`src/rtl/pipe_stall_ctrl_pkg.sv`:
```
// Shared definitions for the pipeline stall controller: FSM encoding and
// default sizing of the multiply latency and stall-statistics counter.
package pipe_stall_ctrl_pkg;

    typedef enum logic [0:0] {
        ST_IDLE     = 1'b0,
        ST_MUL_BUSY = 1'b1
    } state_t;

    localparam int MUL_LATENCY_DEF = 4;
    localparam int CNT_W_DEF       = 16;

endpackage

```
`src/rtl/pipe_stall_ctrl.sv`:
```
// Pipeline stall controller: holds the front end while a multi-cycle
// multiply occupies EX, resolves branch flushes and load-use stalls, and
// counts cycles in which the PC is frozen.
module pipe_stall_ctrl
    import pipe_stall_ctrl_pkg::*;
#(
    parameter int MUL_LATENCY = MUL_LATENCY_DEF,
    parameter int CNT_W       = CNT_W_DEF
) (
    input  logic             clk,
    input  logic             arst_n,
    input  logic             load_use_hazard,
    input  logic             mul_in_ex,
    input  logic             branch_taken,
    output logic             mul_start,
    output logic             mul_done,
    output logic             pc_enable,
    output logic             if_id_enable,
    output logic             id_ex_enable,
    output logic             if_id_flush,
    output logic             id_ex_bubble,
    output logic             ex_mem_bubble,
    output logic             busy,
    output logic [CNT_W-1:0] stall_cycles
);

    // cnt reaches this value in the cycle the multiplier result is valid
    localparam logic [3:0] LAST_CNT = 4'(MUL_LATENCY - 1);
    localparam logic [CNT_W-1:0] STALL_MAX = {CNT_W{1'b1}};

    state_t           state_r;
    state_t           next_state_s;
    logic [3:0]       cnt_r;
    logic [3:0]       next_cnt_s;
    logic [CNT_W-1:0] stall_cycles_r;

    // front-end decode shared by the done cycle and plain IDLE cycles
    logic fe_pc_en_s;
    logic fe_if_id_en_s;
    logic fe_id_ex_en_s;
    logic fe_flush_s;
    logic fe_bubble_s;

    // Front-end decode: a taken branch wins over a load-use stall
    always_comb begin
        fe_pc_en_s    = 1'b1;
        fe_if_id_en_s = 1'b1;
        fe_id_ex_en_s = 1'b1;
        fe_flush_s    = 1'b0;
        fe_bubble_s   = 1'b0;
        if (branch_taken) begin
            fe_flush_s  = 1'b1;
            fe_bubble_s = 1'b1;
        end else if (load_use_hazard) begin
            fe_pc_en_s    = 1'b0;
            fe_if_id_en_s = 1'b0;
            fe_bubble_s   = 1'b1;
        end else begin
            fe_flush_s  = 1'b0;
            fe_bubble_s = 1'b0;
        end
    end

    // Next-state and output decode from state, cycle counter and inputs
    always_comb begin
        next_state_s  = state_r;
        next_cnt_s    = cnt_r;
        mul_start     = 1'b0;
        mul_done      = 1'b0;
        pc_enable     = 1'b1;
        if_id_enable  = 1'b1;
        id_ex_enable  = 1'b1;
        if_id_flush   = 1'b0;
        id_ex_bubble  = 1'b0;
        ex_mem_bubble = 1'b0;
        case (state_r)
            ST_IDLE: begin
                if (mul_in_ex) begin
                    // start cycle: hazards are ignored, the whole front end holds
                    mul_start     = 1'b1;
                    pc_enable     = 1'b0;
                    if_id_enable  = 1'b0;
                    id_ex_enable  = 1'b0;
                    ex_mem_bubble = 1'b1;
                    next_state_s  = ST_MUL_BUSY;
                    next_cnt_s    = 4'd1;
                end else begin
                    pc_enable    = fe_pc_en_s;
                    if_id_enable = fe_if_id_en_s;
                    id_ex_enable = fe_id_ex_en_s;
                    if_id_flush  = fe_flush_s;
                    id_ex_bubble = fe_bubble_s;
                    next_cnt_s   = 4'd0;
                end
            end
            ST_MUL_BUSY: begin
                if (cnt_r == LAST_CNT) begin
                    mul_done     = 1'b1;
                    pc_enable    = fe_pc_en_s;
                    if_id_enable = fe_if_id_en_s;
                    id_ex_enable = fe_id_ex_en_s;
                    if_id_flush  = fe_flush_s;
                    id_ex_bubble = fe_bubble_s;
                    next_state_s = ST_IDLE;
                    next_cnt_s   = 4'd0;
                end else begin
                    pc_enable     = 1'b0;
                    if_id_enable  = 1'b0;
                    id_ex_enable  = 1'b0;
                    ex_mem_bubble = 1'b1;
                    next_cnt_s    = cnt_r + 4'd1;
                end
            end
            default: begin
                // unreachable encoding: recover to IDLE
                next_state_s = ST_IDLE;
                next_cnt_s   = 4'd0;
            end
        endcase
    end

    // FSM state and multiply cycle counter
    always_ff @(posedge clk or negedge arst_n) begin
        if (!arst_n) begin
            state_r <= ST_IDLE;
            cnt_r   <= 4'd0;
        end else begin
            state_r <= next_state_s;
            cnt_r   <= next_cnt_s;
        end
    end

    // Saturating count of cycles in which the PC is held
    always_ff @(posedge clk or negedge arst_n) begin
        if (!arst_n) begin
            stall_cycles_r <= {CNT_W{1'b0}};
        end else if (!pc_enable && (stall_cycles_r != STALL_MAX)) begin
            stall_cycles_r <= stall_cycles_r + {{(CNT_W-1){1'b0}}, 1'b1};
        end else begin
            stall_cycles_r <= stall_cycles_r;
        end
    end

    assign busy         = (state_r == ST_MUL_BUSY);
    assign stall_cycles = stall_cycles_r;

endmodule

```
`config.mk`:
```
export PLATFORM = sky130hd
export DESIGN_NAME = pipe_stall_ctrl
export DESIGN_NICKNAME = d
export VERILOG_FILES = /design/src/rtl/pipe_stall_ctrl_pkg.sv /design/src/rtl/pipe_stall_ctrl.sv
export SDC_FILE = /design/constraint.sdc
export NUM_CORES = 1
export LEC_CHECK = 0
export ABC_CLOCK_PERIOD_IN_PS = 1700
export BUFFER_PORTS_ARGS = -buffer_cell sky130_fd_sc_hd__buf_4
export CORE_MARGIN = 5
export CORE_UTILIZATION = 48
export CTS_BUF_LIST = sky130_fd_sc_hd__clkbuf_2
export DETAILED_ROUTE_END_ITERATION = 16
export PLACE_DENSITY = 0.77
export SLEW_MARGIN = 0
export SYNTH_ARGS = -nofsm -noshare
export SYNTH_HDL_FRONTEND = slang
export SYNTH_SLANG_ARGS = --single-unit
export TNS_END_PERCENT = 1
```
`constraint.sdc`:
```
create_clock -name clk -period 1.7 [get_ports clk]
set_input_delay 0.17 -clock clk [delete_from_list [all_inputs] [get_ports clk]]
set_output_delay 0.17 -clock clk [all_outputs]
set_load 0.02 [all_outputs]
```
* Word-level counts from Yosys, hierarchy flattened *
Index checks and enable logic that the tools add are counted.

word-level totals
  logic and storage cells = 35
  bits in registers = 21
  bits of input ports = 5
  output and inout port bits = 25

cells by class
  bitwise gates (word level) = 1
  reductions and logical operators = 2
  eq/ne operators = 2
  add/sub/neg operators = 2
  multiplexer cells = 25

operators by type and width
  kind                     count
  $mux W1                  18
  $add A16 B1 Y16 const B  1
  $ne A16 B16 Y1 const B   1
  $pmux W1 S2              5
  $pmux W4 S2              1
  $add A4 B1 Y4 const B    1
  $eq A4 B2 Y1 const B     1
  $mux W4                  1
  $logic_and A1 B1 Y1      1
  $logic_not A1 Y1         1
  $not A1 Y1               1

* Logic depth before layout (Yosys ltp) *
  depth in word-level cells = 6
  gate-level depth with buffers = 7
  gate-level depth less buffers = 6

* Least setup slack after synthesis *
No wires, ideal clock.

  path kind = reg-to-reg
  start point = reg cnt_r[0]
  end point = reg stall_cycles_r[8] (netlist: stall_cycles[8])
  path slack = -289 ps
  data arrival time = 1865 ps
  cell stages (with the launch flop) = 7
  buffers on the path = 0
  data required time = 1575 ps
  setup time = 125 ps
  clock period less this slack = 1989 ps
  cells stage by stage = dfrtp_1 > ha_1 > and4bb_1 > or2_2 > inv_1 > o21ai_0 > mux2_2

on the way
  cells in the longest elaborated chain, start to end = 5

ends and longest elaborated chain
  element                   RTL line                RTL
  start: declaration        pipe_stall_ctrl.sv:33   logic [3:0] cnt_r;
  start signal: assignment  pipe_stall_ctrl.sv:129  cnt_r <= next_cnt_s;
  $eq A4 B2 Y1              pipe_stall_ctrl.sv:97   if (cnt_r == LAST_CNT) begin
  $mux W1                   pipe_stall_ctrl.sv:97
  $pmux W1 S2               pipe_stall_ctrl.sv:76   case (state_r)
  $logic_not A1 Y1          pipe_stall_ctrl.sv:137  end else if (!pc_enable && (stall_cycles_r != STALL_MAX)) begin
  $logic_and A1 B1 Y1       pipe_stall_ctrl.sv:137
  end signal: assignment    pipe_stall_ctrl.sv:136  stall_cycles_r <= {CNT_W{1'b0}};
  end signal: assignment    pipe_stall_ctrl.sv:138  stall_cycles_r <= stall_cycles_r + {{(CNT_W-1){1'b0}}, 1'b1};
  end signal: assignment    pipe_stall_ctrl.sv:140  stall_cycles_r <= stall_cycles_r;
  end: declaration          pipe_stall_ctrl.sv:35   logic [CNT_W-1:0] stall_cycles_r;

No other way between the ends.
A chain may end at the register's enable or synchronous reset.

* Worst setup path in the final report *
  start point = reg cnt_r[0]
  end point = out if_id_flush

on the way
  cells in the longest elaborated chain, start to end = 3

ends and longest elaborated chain
  element           RTL line               RTL
  $eq A4 B2 Y1      pipe_stall_ctrl.sv:97
  $mux W1           pipe_stall_ctrl.sv:97
  $pmux W1 S2       pipe_stall_ctrl.sv:76
  end: declaration  pipe_stall_ctrl.sv:20  output logic if_id_flush,

No other way between the ends.

==> impl_metrics.py <==
metrics = {
    "drt": {
        "vias": 966,
        "vias_per_cell": 5.25,
        "antenna_left": 0,
        "drt-total-wl_um": 2720,
        "dr.pass1.iters": 4,
        "drc_errors": 0,
        "wl_per_cell_um": 14.8,
        "detail_route.iter0.violations": 32,
    },
    "sta": {
        "period_needed_ns": 1.99,
        "slew_violations": 0,
        "fin_tns_setup_ns": -1.75,
        "fmax_mhz": 502,
        "setup_violations": 16,
        "skew_ns": 0.00720,
        "tightest_slew_ns": 0.277,
        "max_slew_margin_pct": 81.4,
        "finalHoldViolations": 0,
        "grt_setup_unrepaired": "true",
        "period_share_pct": 117,
        "setup_slack_ns": -0.291,
    },
    "yosys": {
        "synth_area_leader_cell": "dfrtp_1",
        "ys_top_cells_by_count": "dfrtp_1 (21), xor2_1 (12), nand2_1 (6), nor2_1 (6), nor4_1 (5)",
        "synth_area_per_cell_um2": 11.2,
        "syn_area_um2": 1140,
        "ys.flop_type": "dfrtp_1",
        "synth-edff-count": 0,
        "synth_area_leaders": "dfrtp_1 (46%), xor2_1 (9.2%), nor4_4 (3.7%)",
        "synthXorXnorAreaFrac_pct": 9.96,
        "synthMuxAreaShare_pct": 2.84,
        "ys_types": 38,
        "yosys_warnings": 0,
        "synth_compound_area_share_pct": 5.58,
        "synth-simple-area-share_pct": 29.5,
        "ys_seq_elements": 21,
        "synthesis.instances": 102,
        "yosysMostFrequentCell": "dfrtp_1",
        "synth_top_family_by_area": "simple AND/OR/NAND/NOR gates",
        "synth_top_area_share_pct": 46.0,
        "synth_nets": 109,
        "synth_fa_ha_area_share_pct": 2.19,
        "yosysSeqAreaShare_pct": 46.0,
        "async_flop_share_pct": 100,
    },
    "setup_path": {
        "cp.arrival_ns": 1.82,
        "r2r-start": "stall_cycles[9]$_DFFE_PN0P_",
        "cp_max_fo": 4,
        "r2r_slack_ns": -0.09,
        "cp.required_ns": 1.53,
        "r2r_cells": 4,
        "start_kind": "register",
        "crit_path_end_kind": "output pin",
        "critical_path_class": "reg -> out",
        "r2r-end": "stall_cycles[15]$_DFFE_PN0P_",
    },
    "die": {
        "die_x_um": 58.8,
        "io_pins": 30,
        "rows": 17,
        "dieArea_um2": 3460,
        "core_um2": 2230,
        "start_util_pct": 51.2,
        "die_h_um": 58.8,
    },
    "clock_tree": {
        "cts_root_buffer": "clkbuf_2",
        "numCtsBuffers": 3,
        "cts_tree": "built",
        "clk_pin_slew_worst_paths_ns": 0.21,
        "worstSkewPairLatency_ns": 0.33,
        "cts_sinks": 21,
        "clk_path_buf_depth": 2,
        "ctsHtreeMaxLevel": 1,
    },
    "pwr": {
        "p_leak_nw": 0.768,
        "p_per_area_nw_per_um2": 1630,
        "vdd_drop_max_mv": 1.47,
    },
    "place": {
        "dp_cells": 179,
        "dp_hpwl_um": 1990,
        "routabilityCongestion": 0.906,
        "port_buffers": 29,
        "dpl-instance-area_um2": 1590,
    },
    "cells_and_area": {
        "n_antenna_cell": 0,
        "area_delta_synth_final_pct": 52.3,
        "final_nets": 164,
        "stdcell_area_um2": 1740,
        "layout-drive-gt1-share_pct": 62.8,
        "fillerInstances": 142,
        "finalNonFillerCells": 184,
    },
    "status": {
        "failed_checks": "negative setup slack",
        "status": "finished, violations left",
    },
    "global_routing": {
        "antenna_found_initial": 0,
        "grt_pass1_wl_um": 4460,
        "grt_max_degree": 22,
        "grt_pass1_vias": 1005,
        "overflow": 0,
        "grt_usage_pct": 16.9,
    },
    "run": {
        "cap_violations": 0,
    },
    "worst_hold_path": {
        "min_path_type": "in -> async",
    },
}
==> worst max-delay path, stage by stage, from the launching register on <==
cell      delay [ns]
dfrtp_1         0.43
ha_2            0.19
and4bb_2        0.25
buf_6           0.12
or2_4           0.25
and2_4          0.14
buf_6           0.12
==> cell usage in the layout, fill, tap and decap left out, types with 2 or more instances in the layout <==
master,n
and2_1,3
nand2_1,6
or4_4,2
nor3_2,2
mux2_2,2
dfrtp_1,9
clkbuf_2,3
nor2_1,4
dfrtp_2,12
nand3_1,3
nand4_1,3
nor4_2,4
buf_6,8
nor4_4,2
nor4b_2,2
buf_4,45
xor2_1,12
nor2b_1,3
==> cells by family after synthesis <==
kind of cell,Yosys count
adder cells (fa/ha/maj),2
AO/OA/AOI/OAI,8
XOR/XNOR,13
multiplexers,3
buffers and inverters,6
AND/OR/NAND/NOR,49
flip-flops,21
==> how the worst max path moves through the flow <==
stage / start / to / slack [ns] / cells after the start
2_1_floorplan: cnt_r[0]$_DFF_PN0_ / stall_cycles[10]$_DFFE_PN0P_ / -0.04 / 7
3_5_place_dp: cnt_r[0]$_DFF_PN0_ / stall_cycles[6]$_DFFE_PN0P_ / -0.16 / 5
3_3_place_gp: cnt_r[0]$_DFF_PN0_ / stall_cycles[6]$_DFFE_PN0P_ / -0.09 / 5
6_report: cnt_r[0]$_DFF_PN0_ / if_id_flush / -0.29 / 6
4_1_cts: cnt_r[1]$_DFF_PN0_ / if_id_flush / -0.32 / 6
5_1_grt: cnt_r[1]$_DFF_PN0_ / if_id_flush / -0.38 / 6
==> per-stage QoR <==
stage | util [%] | hold slack, ns | setup WS [ns] | power, W
2_1_floorplan | - | -0.126 | -0.0377 | 0.00175
3_3_place_gp | 71.3 | 0.0674 | -0.0935 | 0.00241
3_5_place_dp | 71.3 | 0.0692 | -0.161 | 0.00246
4_1_cts | 73.7 | 0.214 | -0.317 | 0.00272
5_1_grt | 78.0 | 0.193 | -0.383 | 0.00304
6_report | 78.0 | 0.225 | -0.291 | 0.00284
==> layout make-up <==
class                      instances  area [um2]  area share (%)
inverter                           2        10.0           0.575
clock inverter                     1        5.00           0.287
timing repair buffer              54         438            25.1
sequential                        21         541            31.0
multi-input combinational         75         698            40.1
clock buffer                       3        15.0           0.862
tap                               28        35.0            2.01
==> flip-flops by register name, indices dropped and copies added, names as in the netlist <==
register	flops
busy	1
stall_cycles	16
cnt_r	4
==> where the power goes <==
group          switching, W  internal (W)  total [W]
Sequential         0.000183      0.000695   0.000878
Combinational      0.000889      0.000857    0.00175
Clock              0.000160     0.0000533   0.000213
==> metal layers <==
metal  up-vias  global-route usage (%)  wire length, um
met1       452                    22.3             1210
li1        475                       -                -
met4         0                    5.50               42
met5         -                       0                0
met3         7                    4.39              156
met2        32                    26.8             1310
==> what timing repair did <==
item | in CTS | in global routing
hold endpoints to repair | 21 | 0
endpoints found under the setup margin | 22 | 22
buffers inserted | 0 | 0
pin swaps | 4 | 8
hold buffers | 1 | 0
gates resized for setup | 7 | 18
Note: power is estimated with default switching activity, not from simulation.
